## config.mk

```make
export PLATFORM = sky130hd
export DESIGN_NAME = exhaustive_stim_capture
export DESIGN_NICKNAME = d
export VERILOG_FILES = /design/src/rtl/esc_pkg.sv /design/src/rtl/esc_misr.sv /design/src/rtl/exhaustive_stim_capture.sv
export SDC_FILE = /design/constraint.sdc
export NUM_CORES = 1
export LEC_CHECK = 0
export BUFFER_PORTS_ARGS = -buffer_cell sky130_fd_sc_hd__buf_2
export CORE_AREA = 3 3 96 98
export CTS_CLUSTER_SIZE = 40
export DETAILED_ROUTE_END_ITERATION = 12
export DIE_AREA = 0 0 99 101
export GPL_TIMING_DRIVEN = 0
export HOLD_SLACK_MARGIN = 0.05
export PLACE_DENSITY = 0.45
export SLEW_MARGIN = 20
export SYNTH_ARGS = -nofsm -noshare
export SYNTH_HDL_FRONTEND = slang
export SYNTH_SLANG_ARGS = --single-unit
```

## constraint.sdc

```tcl
create_clock -name CK -period 2.5 [get_ports CK]
set_clock_uncertainty 0.05 [all_clocks]
set_input_delay 0.125 -clock CK [delete_from_list [all_inputs] [get_ports CK]]
set_output_delay 0.125 -clock CK [all_outputs]
set_load 0.1 [all_outputs]
```

## src/rtl/esc_pkg.sv

```systemverilog
// Shared types and helpers for the exhaustive stimulus/response engine.
package esc_pkg;

  typedef enum logic [2:0] {
    IDLE    = 3'd0,
    APPLY   = 3'd1,
    SETTLE  = 3'd2,
    CAPTURE = 3'd3,
    EMIT    = 3'd4,
    DONE    = 3'd5
  } esc_state_e;

  localparam int MISR_W = 16;

  // Reflected Gray code of a zero-extended index.
  function automatic logic [15:0] gray_map(input logic [15:0] i);
    return i ^ (i >> 1);
  endfunction

endpackage

```

## src/rtl/esc_misr.sv

```systemverilog
// 16-bit multiple-input signature register with synchronous clear and enable.
module esc_misr #(
  parameter logic [15:0] POLY  = 16'h1021,
  parameter int          DIN_W = 1
) (
  input  logic             clk_i,
  input  logic             rst_ni,
  input  logic             clr_i,
  input  logic             en_i,
  input  logic [DIN_W-1:0] data_i,
  output logic [15:0]      sig_o
);
  import esc_pkg::*;

  logic [MISR_W-1:0] misr_q, misr_d;

  always_comb begin
    misr_d = misr_q;
    if (clr_i) begin
      misr_d = '0;
    end else if (en_i) begin
      misr_d = {misr_q[MISR_W-2:0], 1'b0}
             ^ (misr_q[MISR_W-1] ? POLY : '0)
             ^ MISR_W'(data_i);
    end
  end

  always_ff @(posedge clk_i or negedge rst_ni) begin
    if (!rst_ni) misr_q <= '0;
    else         misr_q <= misr_d;
  end

  assign sig_o = misr_q;

endmodule

```

## src/rtl/exhaustive_stim_capture.sv

```systemverilog
// Walks all 2^IN_W patterns into a combinational DUT, streams {pattern, response}
// records over valid/ready and compacts the responses into a MISR signature.
module exhaustive_stim_capture #(
  parameter int          IN_W      = 4,
  parameter int          OUT_W     = 1,
  parameter int          SETTLE    = 1,
  parameter int          GRAY      = 0,
  parameter logic [15:0] MISR_POLY = 16'h1021
) (
  input  logic                CK,
  input  logic                reset,
  input  logic                start,
  output logic [IN_W-1:0]     dut_in,
  input  logic [OUT_W-1:0]    dut_out,
  output logic                rec_valid,
  input  logic                rec_ready,
  output logic [IN_W-1:0]     rec_pattern,
  output logic [OUT_W-1:0]    rec_response,
  output logic                busy,
  output logic                done,
  output logic [15:0]         signature,
  output logic [IN_W:0]       pattern_count,
  output esc_pkg::esc_state_e state_dbg
);
  import esc_pkg::*;

  // Record stream: a record transfers on a cycle where rec_valid && rec_ready;
  // while rec_valid is high and rec_ready low, pattern, response and dut_in hold.

  localparam logic [IN_W:0] LAST_IDX = (IN_W+1)'((1 << IN_W) - 1);

  function automatic logic [IN_W-1:0] map_idx(input logic [IN_W:0] i);
    logic [15:0] w;
    w = 16'(i[IN_W-1:0]);
    if (GRAY != 0) w = gray_map(w);
    return w[IN_W-1:0];
  endfunction

  esc_state_e       state_q, state_d;
  logic [IN_W:0]    idx_q, idx_d;
  logic [IN_W-1:0]  din_q, din_d;
  logic [IN_W-1:0]  pat_q, pat_d;
  logic [OUT_W-1:0] resp_q, resp_d;
  logic [IN_W:0]    cnt_q, cnt_d;
  logic [7:0]       settle_q, settle_d;
  logic             misr_en, misr_clr;

  always_comb begin
    state_d  = state_q;
    idx_d    = idx_q;
    din_d    = din_q;
    pat_d    = pat_q;
    resp_d   = resp_q;
    cnt_d    = cnt_q;
    settle_d = settle_q;
    misr_en  = 1'b0;
    misr_clr = 1'b0;
    case (state_q)
      IDLE, DONE: begin
        if (start) begin
          idx_d    = '0;
          cnt_d    = '0;
          misr_clr = 1'b1;
          din_d    = map_idx('0);
          state_d  = APPLY;
        end
      end
      APPLY: begin
        settle_d = 8'(SETTLE);
        state_d  = (SETTLE == 0) ? CAPTURE : esc_pkg::SETTLE;
      end
      esc_pkg::SETTLE: begin
        settle_d = settle_q - 8'd1;
        if (settle_q <= 8'd1) state_d = CAPTURE;
      end
      CAPTURE: begin
        resp_d  = dut_out;
        pat_d   = din_q;
        misr_en = 1'b1;
        state_d = EMIT;
      end
      EMIT: begin
        if (rec_ready) begin
          cnt_d = cnt_q + 1'b1;
          if (idx_q == LAST_IDX) begin
            state_d = DONE;
          end else begin
            idx_d   = idx_q + 1'b1;
            din_d   = map_idx(idx_q + 1'b1);
            state_d = APPLY;
          end
        end
      end
      default: state_d = IDLE;
    endcase
  end

  always_ff @(posedge CK or negedge reset) begin
    if (!reset) begin
      state_q  <= IDLE;
      idx_q    <= '0;
      din_q    <= '0;
      pat_q    <= '0;
      resp_q   <= '0;
      cnt_q    <= '0;
      settle_q <= '0;
    end else begin
      state_q  <= state_d;
      idx_q    <= idx_d;
      din_q    <= din_d;
      pat_q    <= pat_d;
      resp_q   <= resp_d;
      cnt_q    <= cnt_d;
      settle_q <= settle_d;
    end
  end

  esc_misr #(
    .POLY  (MISR_POLY),
    .DIN_W (OUT_W)
  ) u_misr (
    .clk_i  (CK),
    .rst_ni (reset),
    .clr_i  (misr_clr),
    .en_i   (misr_en),
    .data_i (dut_out),
    .sig_o  (signature)
  );

  assign dut_in        = din_q;
  assign rec_pattern   = pat_q;
  assign rec_response  = resp_q;
  assign pattern_count = cnt_q;
  assign rec_valid     = (state_q == EMIT);
  assign done          = (state_q == DONE);
  assign busy          = (state_q == APPLY) || (state_q == esc_pkg::SETTLE) ||
                         (state_q == CAPTURE) || (state_q == EMIT);
  assign state_dbg     = state_q;

endmodule
```

### Yosys cells after proc, flatten, opt, wreduce, memory -nomap -nowiden

Index checks and enable logic that the tools add are counted.

* add/subtract/negate cells: 3
* bitwise operators: 2
* reductions and logical operators: 11
* muxes and demuxes: 22
* $lt $le $gt $ge: 1
* equality and inequality tests: 10

Operator list (number)
* $mux W16: 2
* $mux W5: 4
* $pmux W5 S2: 2
* $pmux W8 S2: 1
* $xor A16 B1 Y16: 1
* $xor A16 B16 Y16: 1
* $pmux W3 S5: 1
* $mux W13: 1
* $mux W3: 4
* $mux W4: 3
* $add A5 B1 Y5 const B: 2
* $le A8 B1 Y1 const B: 1
* $pmux W4 S2: 1
* $sub A8 B1 Y8 const B: 1
* $eq A3 B2 Y1 const B: 2
* $eq A3 B3 Y1 const B: 2
* $ne A2 B2 Y1 const B: 3
* $reduce_and A3 Y1: 2
* $reduce_bool A2 Y1: 3
* $eq A5 B4 Y1 const B: 1
* $reduce_and A4 Y1: 1
* $eq A3 B1 Y1 const B: 1
* $logic_not A3 Y1: 1
* $logic_or A1 B1 Y1: 3
* other kinds (3): 5

* bits of input ports: 5
* bits in registers: 46
* output and inout port bits: 36
* word-level logic and storage cells: 57

### Longest topological paths before layout

Gate-level depths: netlist of the first run.

* depth in word-level cells: 5
* gate-level depth with buffers: 7
* depth with buffers taken out: 7

### By module

Synthesis of the first run repeated with hierarchy kept, for this count alone.

* cell total of the unflattened synthesis: 195
* area, all modules: 2078.2 um2

By module, submodules not included
* exhaustive_stim_capture: area an instance 1377.6 um2, sequential area each 650.6 um2, cells an instance 140, times used 1
* esc_misr: area an instance 700.7 um2, sequential area each 400.4 um2, cells an instance 55, times used 1

### Least setup slack after synthesis of the first run

No wires, ideal clock.

* kind: reg-to-output
* start point: register state_q[1] (netlist: state_dbg[1])
* end point: output busy
* slack: -0.587 ns
* cell stages (with the launch flop): 4
* data required time: 2.325 ns
* buffers on the path: 1
* arrival time: 2.912 ns
* cell sequence: dfrtp_1 -> buf_4 -> nor2_1 -> xnor2_1

* longest elaborated chain between the ends: 4
* elaborated cells on any way between the ends: 7
* classes of those cells: eq/ne: 4; reduce/logical: 3

Ends and longest elaborated chain
* start, declared: line exhaustive_stim_capture.sv:39 `esc_state_e state_q, state_d;`
* start signal, assigned: line exhaustive_stim_capture.sv:108 `state_q <= state_d;`
* $eq A3 B1 Y1 or $eq A3 B2 Y1 (tied branches): line exhaustive_stim_capture.sv:136 `assign busy = (state_q == APPLY) || (state_q == esc_pkg::SETTLE) ||`
* $logic_or A1 B1 Y1 (2 in a row): line exhaustive_stim_capture.sv:136
* $logic_or A1 B1 Y1 *: line exhaustive_stim_capture.sv:137 `(state_q == CAPTURE) || (state_q == EMIT);`
* end, declared: line exhaustive_stim_capture.sv:19 `output logic busy,`

Every way passes the cells marked *; elsewhere a longest branch is shown, timed or not.

### Worst setup path in the final report of the first run

* start point: register state_q[0] (netlist: state_dbg[0])
* end point: output rec_valid

* longest elaborated chain between the ends: 1

Ends and longest elaborated chain
* $eq A3 B3 Y1: line exhaustive_stim_capture.sv:134 `assign rec_valid = (state_q == EMIT);`
* end, declared: line exhaustive_stim_capture.sv:15 `output logic rec_valid,`

No other way between the ends.

==> flow_summary.json, run 1 <==
{
  "start_kind": "flop",
  "r2r_setup_slack_ps": 410,
  "ys_top_cells_by_count": "nand2_1 (49), dfrtp_1 (42), o21ai_0 (22), a21oi_1 (21), inv_1 (12)",
  "synth_top_cell_area_share": 0.506,
  "antenna_left": 0,
  "cts_setup_buffers": 0,
  "seq_area_um2": 1050,
  "drive_gt1_frac": 0.252,
  "antenna_found_initial": 0,
  "critPathArrivalTime_ps": 2040,
  "globalRouteTotalUtil": 0.103,
  "ys_warn_count": 0,
  "root_buffer": "clkbuf_8",
  "nNetsFinal": 287,
  "synth_area_leaders": "dfrtp_1 (51%), nand2_1 (8.9%), o21ai_0 (5.3%)",
  "fin_crit_ps": 2210,
  "crit_path_end": "rec_valid",
  "setup_viol": 0,
  "drc": 0,
  "synthFlopType": "dfrtp_1",
  "grt_overflow_total": 0,
  "via_count": 1716,
  "ys_seq_area_frac": 0.506,
  "dieArea_um2": 10000,
  "fill_cells": 908,
  "startpoint": "state_dbg[0]$_DFFE_PN0P_",
  "crit_path_top_delay_cell": "or3b_2",
  "r2r.worst_path.cells": 7,
  "viasPerCell": 4.45,
  "crit_chain": "buf_2 -> or3b_2 -> clkinvlp_4 -> buf_2",
  "place_congestion": 0.761,
  "hp-class": "input port to flop",
  "cts_sinks": 42,
  "clockBufferDepth": 2,
  "rr_endpoint": "idx_q[3]$_DFFE_PN0P_",
  "status": "finished clean",
  "routedWlPerCell_um": 12.8,
  "multi_input_area_um2": 907,
  "grt_first_pass_wirelength_mm": 8.22,
  "crit_family": "buffers and inverters",
  "syn_inst": 227,
  "required_ps": 2330,
  "finalSetupTns_ps": 0,
  "cts_buffers": 5,
  "ys_seq_elements": 42,
  "htreeDepth": 2,
  "synthesis.nets": 237,
  "max-cap-violations": 0,
  "path_max_fanout": 10,
  "area_delta_synth_final_pct": 25.6,
  "synth-edff-count": 0,
  "synth_cell_types": 40,
  "io_pins": 41,
  "slowest_delay_ps": 490,
  "rsz0062_at_grt": "false",
  "yosysTopAreaCell": "dfrtp_1",
  "cpMostUsedCell": "buf_2",
  "timing.final.crit_share": 0.885,
  "worstSkewPairLatency_ps": 290,
  "antenna_cells": 0,
  "cp_num_cells": 4,
  "port_buffers": 40,
  "core_um2": 8550,
  "synthArstFlopShare": 1.00,
  "tightest_slew_ps": 707,
  "synth_area_um2": 2080,
  "dr.pass1.iters": 4,
  "drt_iter0_drc": 84,
  "crit_path_end_kind": "output port",
  "initial_core_util": 0.243,
  "grt_pass1_vias": 1663,
  "synth.most_common_cell": "nand2_1",
  "clk_pin_slew_worst_paths_ps": 90,
  "cts_resized": 0,
  "fmax_ghz": 0.452,
  "num_rows": 34,
  "r2r-start": "idx_q[0]$_DFFE_PN0P_",
  "ctsHoldBuffers": 2,
  "avgSynthCellArea_um2": 9.16,
  "grt_max_degree": 43,
  "hold_depth": 3,
  "cp_num_buf_inv": 3,
  "hpwl_mm": 3.59,
  "dieHeight_um": 101,
  "dieWidth_um": 99,
  "max_slew_margin": 0.524,
  "hold_viol": 0,
  "cts_tree": "yes",
  "wl_mm": 4.95,
  "slew_viol_final": 0,
  "crit_type": "flop to output port"
}
==> state kept, by name (all words and copies together), names as in the netlist <==
| register | count |
|---|---|
| idx_q | 5 |
| pattern_count | 5 |
| u_misr.sig_o | 16 |
| rec_response | 1 |
| state_dbg | 3 |
| rec_pattern | 4 |
| settle_q | 8 |
==> area by class of cell <==
| class | instances | share of cell area |
|---|---|---|
| plain buffers | 15 | 0.0316 |
| clock buffers | 5 | 0.0264 |
| clock inverters | 3 | 0.0264 |
| inverters | 12 | 0.0187 |
| multi-input cells | 158 | 0.347 |
| flip-flops and latches | 42 | 0.403 |
| well taps | 108 | 0.0517 |
| repair buffers | 43 | 0.0949 |
==> per-stage QoR <==
stage | util | std cells | setup WS, ps | area (µm²) | hold slack, ps
2_1_floorplan | - | 227 | 60.5 | 2090 | -221
3_3_place_gp | 0.284 | 375 | 393 | 2430 | 298
3_5_place_dp | 0.284 | 375 | 404 | 2430 | 289
4_1_cts | 0.302 | 385 | 250 | 2580 | 67.1
5_1_grt | 0.305 | 386 | 198 | 2610 | 77.6
6_report | 0.305 | 386 | 288 | 2610 | 70.6
==> worst min path at each step <==
stage | endpoint | start
floorplan | idx_q[0]$_DFFE_PN0P_ | reset
global placement | u_misr.sig_o[3]$_DFFE_PN0P_ | reset
detailed placement | u_misr.sig_o[3]$_DFFE_PN0P_ | reset
CTS | pattern_count[0]$_DFFE_PN0P_ | rec_ready
global route | pattern_count[0]$_DFFE_PN0P_ | rec_ready
finish | pattern_count[0]$_DFFE_PN0P_ | rec_ready
==> layout by cell type (no fill, tap or decap), types with 2 or more instances in the layout <==
master and count:
nand2_1 49, buf_2 46, dfrtp_1 41, o21ai_0 22, a21oi_1 21, inv_1 11, nor2_1 10, buf_4 5
ha_1 5, clkbuf_8 5, nor2b_1 4, xnor2_1 4, nand3_1 4, clkbuf_1 3, a211oi_1 3, or3_1 3
nor3_1 3, and3_1 2, o22ai_1 2, nor4_1 2, nand4_1 2, mux2i_1 2, o31ai_1 2, bufinv_16 2
dlygate4sd3_1 2
==> worst register-to-register path, stage by stage, from the launching register on <==
cell	delay [ps]
dfrtp_1	450
ha_1	260
and3_1	190
ha_1	180
nand4bb_1	240
a31oi_4	320
nand4_1	150
mux2i_1	140
==> logic make-up after synthesis <==
| family | Yosys count | synth area share |
|---|---|---|
| adder cells (fa/ha/maj) | 5 | 0.0301 |
| XOR/XNOR | 5 | 0.0211 |
| buffers and inverters | 27 | 0.0614 |
| AND/OR/NAND/NOR | 89 | 0.204 |
| AO/OA/AOI/OAI | 56 | 0.163 |
| multiplexers | 3 | 0.0151 |
| flip-flops | 42 | 0.506 |
==> routing by layer <==
layer / routed length, µm / share of wire / vias up / global-route usage
met1: 2510 / 0.51 / 806 / 0.140
met5: 0 / 0 / - / 0
met4: 45 / 0.0091 / 0 / 0.0284
li1: - / - / 869 / -
met3: 232 / 0.047 / 6 / 0.0298
met2: 2160 / 0.44 / 35 / 0.160
Power of run 1 is left out: the tool's default activity adds up to more than one toggle a clock period on the data nets, which glitch-free logic cannot reach.
==> inputs of run 2 (changes only) <==
GPL_TIMING_DRIVEN = default   (was 0)
clock period = 2.65 ns   (was 2.5 ns; I/O delays follow)
==> run 2 against run 1 <==
Against the previous run:
- cell count down 2.8%
- cell area is 3.8% lower
- hold slack better by 16 ps
- count of clock-buffer cells in the layout did not move
- worst setup slack improved by 170 ps
- core utilization is 1.2 points lower
- routed wire length fell by 2.7%
==> flow_summary.json, run 2 (synthesis gave the netlist of run 1 again) <==
{
  "num_rows": 34,
  "io_pins": 41,
  "ctsHoldBuffers": 2,
  "via_count": 1639,
  "port_buffers": 40,
  "max-cap-violations": 0,
  "viasPerCell": 4.37,
  "antenna_cells": 0,
  "crit_path_end_kind": "output port",
  "rsz0062_at_grt": "false",
  "dr.pass1.iters": 4,
  "grt_overflow_total": 0,
  "min-delay-start": "rec_ready",
  "cts_buffers": 5,
  "drive_gt1_frac": 0.232,
  "grt_first_pass_wirelength_mm": 8.21,
  "slowest_delay_ps": 600,
  "max_slew_margin": 0.500,
  "crit_path_top_delay_cell": "dfrtp_1",
  "timing.final.ws_setup_ps": 455,
  "start_kind": "flop",
  "drt_iter0_drc": 71,
  "dieWidth_um": 99,
  "globalRouteTotalUtil": 0.101,
  "grt_max_degree": 43,
  "hold_viol": 0,
  "status": "finished clean",
  "dieArea_um2": 10000,
  "dieHeight_um": 101,
  "root_buffer": "clkbuf_8",
  "place_congestion": 0.773,
  "cts_sinks": 42,
  "htreeDepth": 2,
  "cts_tree": "yes",
  "cts_setup_buffers": 0,
  "antenna_found_initial": 0,
  "crit_chain": "or3b_2 -> clkinvlp_4 -> buf_2",
  "initial_core_util": 0.243,
  "largest_reg_flops": 16,
  "clk_pin_slew_worst_paths_ps": 90,
  "clockBufferDepth": 2,
  "pre_cts_ws_ps": 577,
  "path_max_fanout": 14,
  "hpwl_mm": 3.35,
  "area_delta_synth_final_pct": 20.9,
  "r2r_setup_slack_ps": 560,
  "finalSetupTns_ps": 0,
  "crit_type": "flop to output port",
  "antenna_left": 0,
  "tightest_slew_ps": 744,
  "setup_viol": 0,
  "wl_mm": 4.82,
  "r2r-start": "idx_q[0]$_DFFE_PN0P_",
  "final_cell_mix": "nand2_1 (49), dfrtp_1 (42), buf_2 (40)",
  "slew_viol_final": 0,
  "timing.final.crit_share": 0.828,
  "worstSkewPairLatency_ps": 290,
  "drc": 0,
  "fin_crit_ps": 2190,
  "hp-class": "input port to flop",
  "cts_resized": 0,
  "fmax_ghz": 0.456,
  "critPathArrivalTime_ps": 2010,
  "nNetsFinal": 276,
  "final_common_cell": "nand2_1",
  "startpoint": "state_dbg[2]$_DFFE_PN0P_",
  "core_um2": 8550,
  "grt_pass1_vias": 1698,
  "routedWlPerCell_um": 12.8,
  "required_ps": 2470
}
## run 2: cell count changes in the layout (fill, tap and decap cells not counted), moves of 2 or more
cell | previous run | this run
clkbuf_1 | 3 | 0
bufinv_16 | 2 | 0
clkinvlp_4 | 1 | 3
buf_2 | 46 | 40
## run 2: through the flow
stage | std cells | util | cell area, µm² | hold slack (ps)
after floorplan | 227 | - | 2090 | -213
after global placement | 364 | 0.277 | 2370 | 310
after detailed placement | 364 | 0.277 | 2370 | 307
after CTS | 374 | 0.291 | 2480 | 78.2
after global routing | 375 | 0.294 | 2510 | 108
final | 375 | 0.294 | 2510 | 87.0
## run 2: worst paths after layout
kind | cells after the start | end
max in group asynchronous | 3 | idx_q[1]$_DFFE_PN0P_
min | 3 | pattern_count[0]$_DFFE_PN0P_
max reg2reg | 7 | idx_q[3]$_DFFE_PN0P_
min reg2reg | 2 | rec_response$_DFFE_PN0P_
max | 3 | rec_valid
min in group asynchronous | 2 | u_misr.sig_o[1]$_DFFE_PN0P_
## run 2: area by class of cell
class / instances / area, µm²
Timing Repair Buffer: 47 / 278
Tap cell: 108 / 135
Fill cell: 917 / 6040
Clock buffer: 5 / 68.8
Inverter: 12 / 48.8
Multi-Input combinational cell: 158 / 907
Sequential cell: 42 / 1050
Clock inverter: 3 / 23.8
## run 2: critical path: cells and delay by family, from the launching register on
kind / cells / cell delay (ps)
flip-flops: 1 / 600
buffers and inverters: 2 / 580
AND/OR/NAND/NOR: 1 / 530
## run 2: per-layer routing
metal  vias to the layer above  track usage  share of wire
met4                         0       0.0315          0.015
met5                         -            0              0
met1                       755        0.128           0.49
met2                        31        0.167           0.45
li1                        847            -              -
met3                         6       0.0284          0.050
Power of run 2 is left out for the same reason.
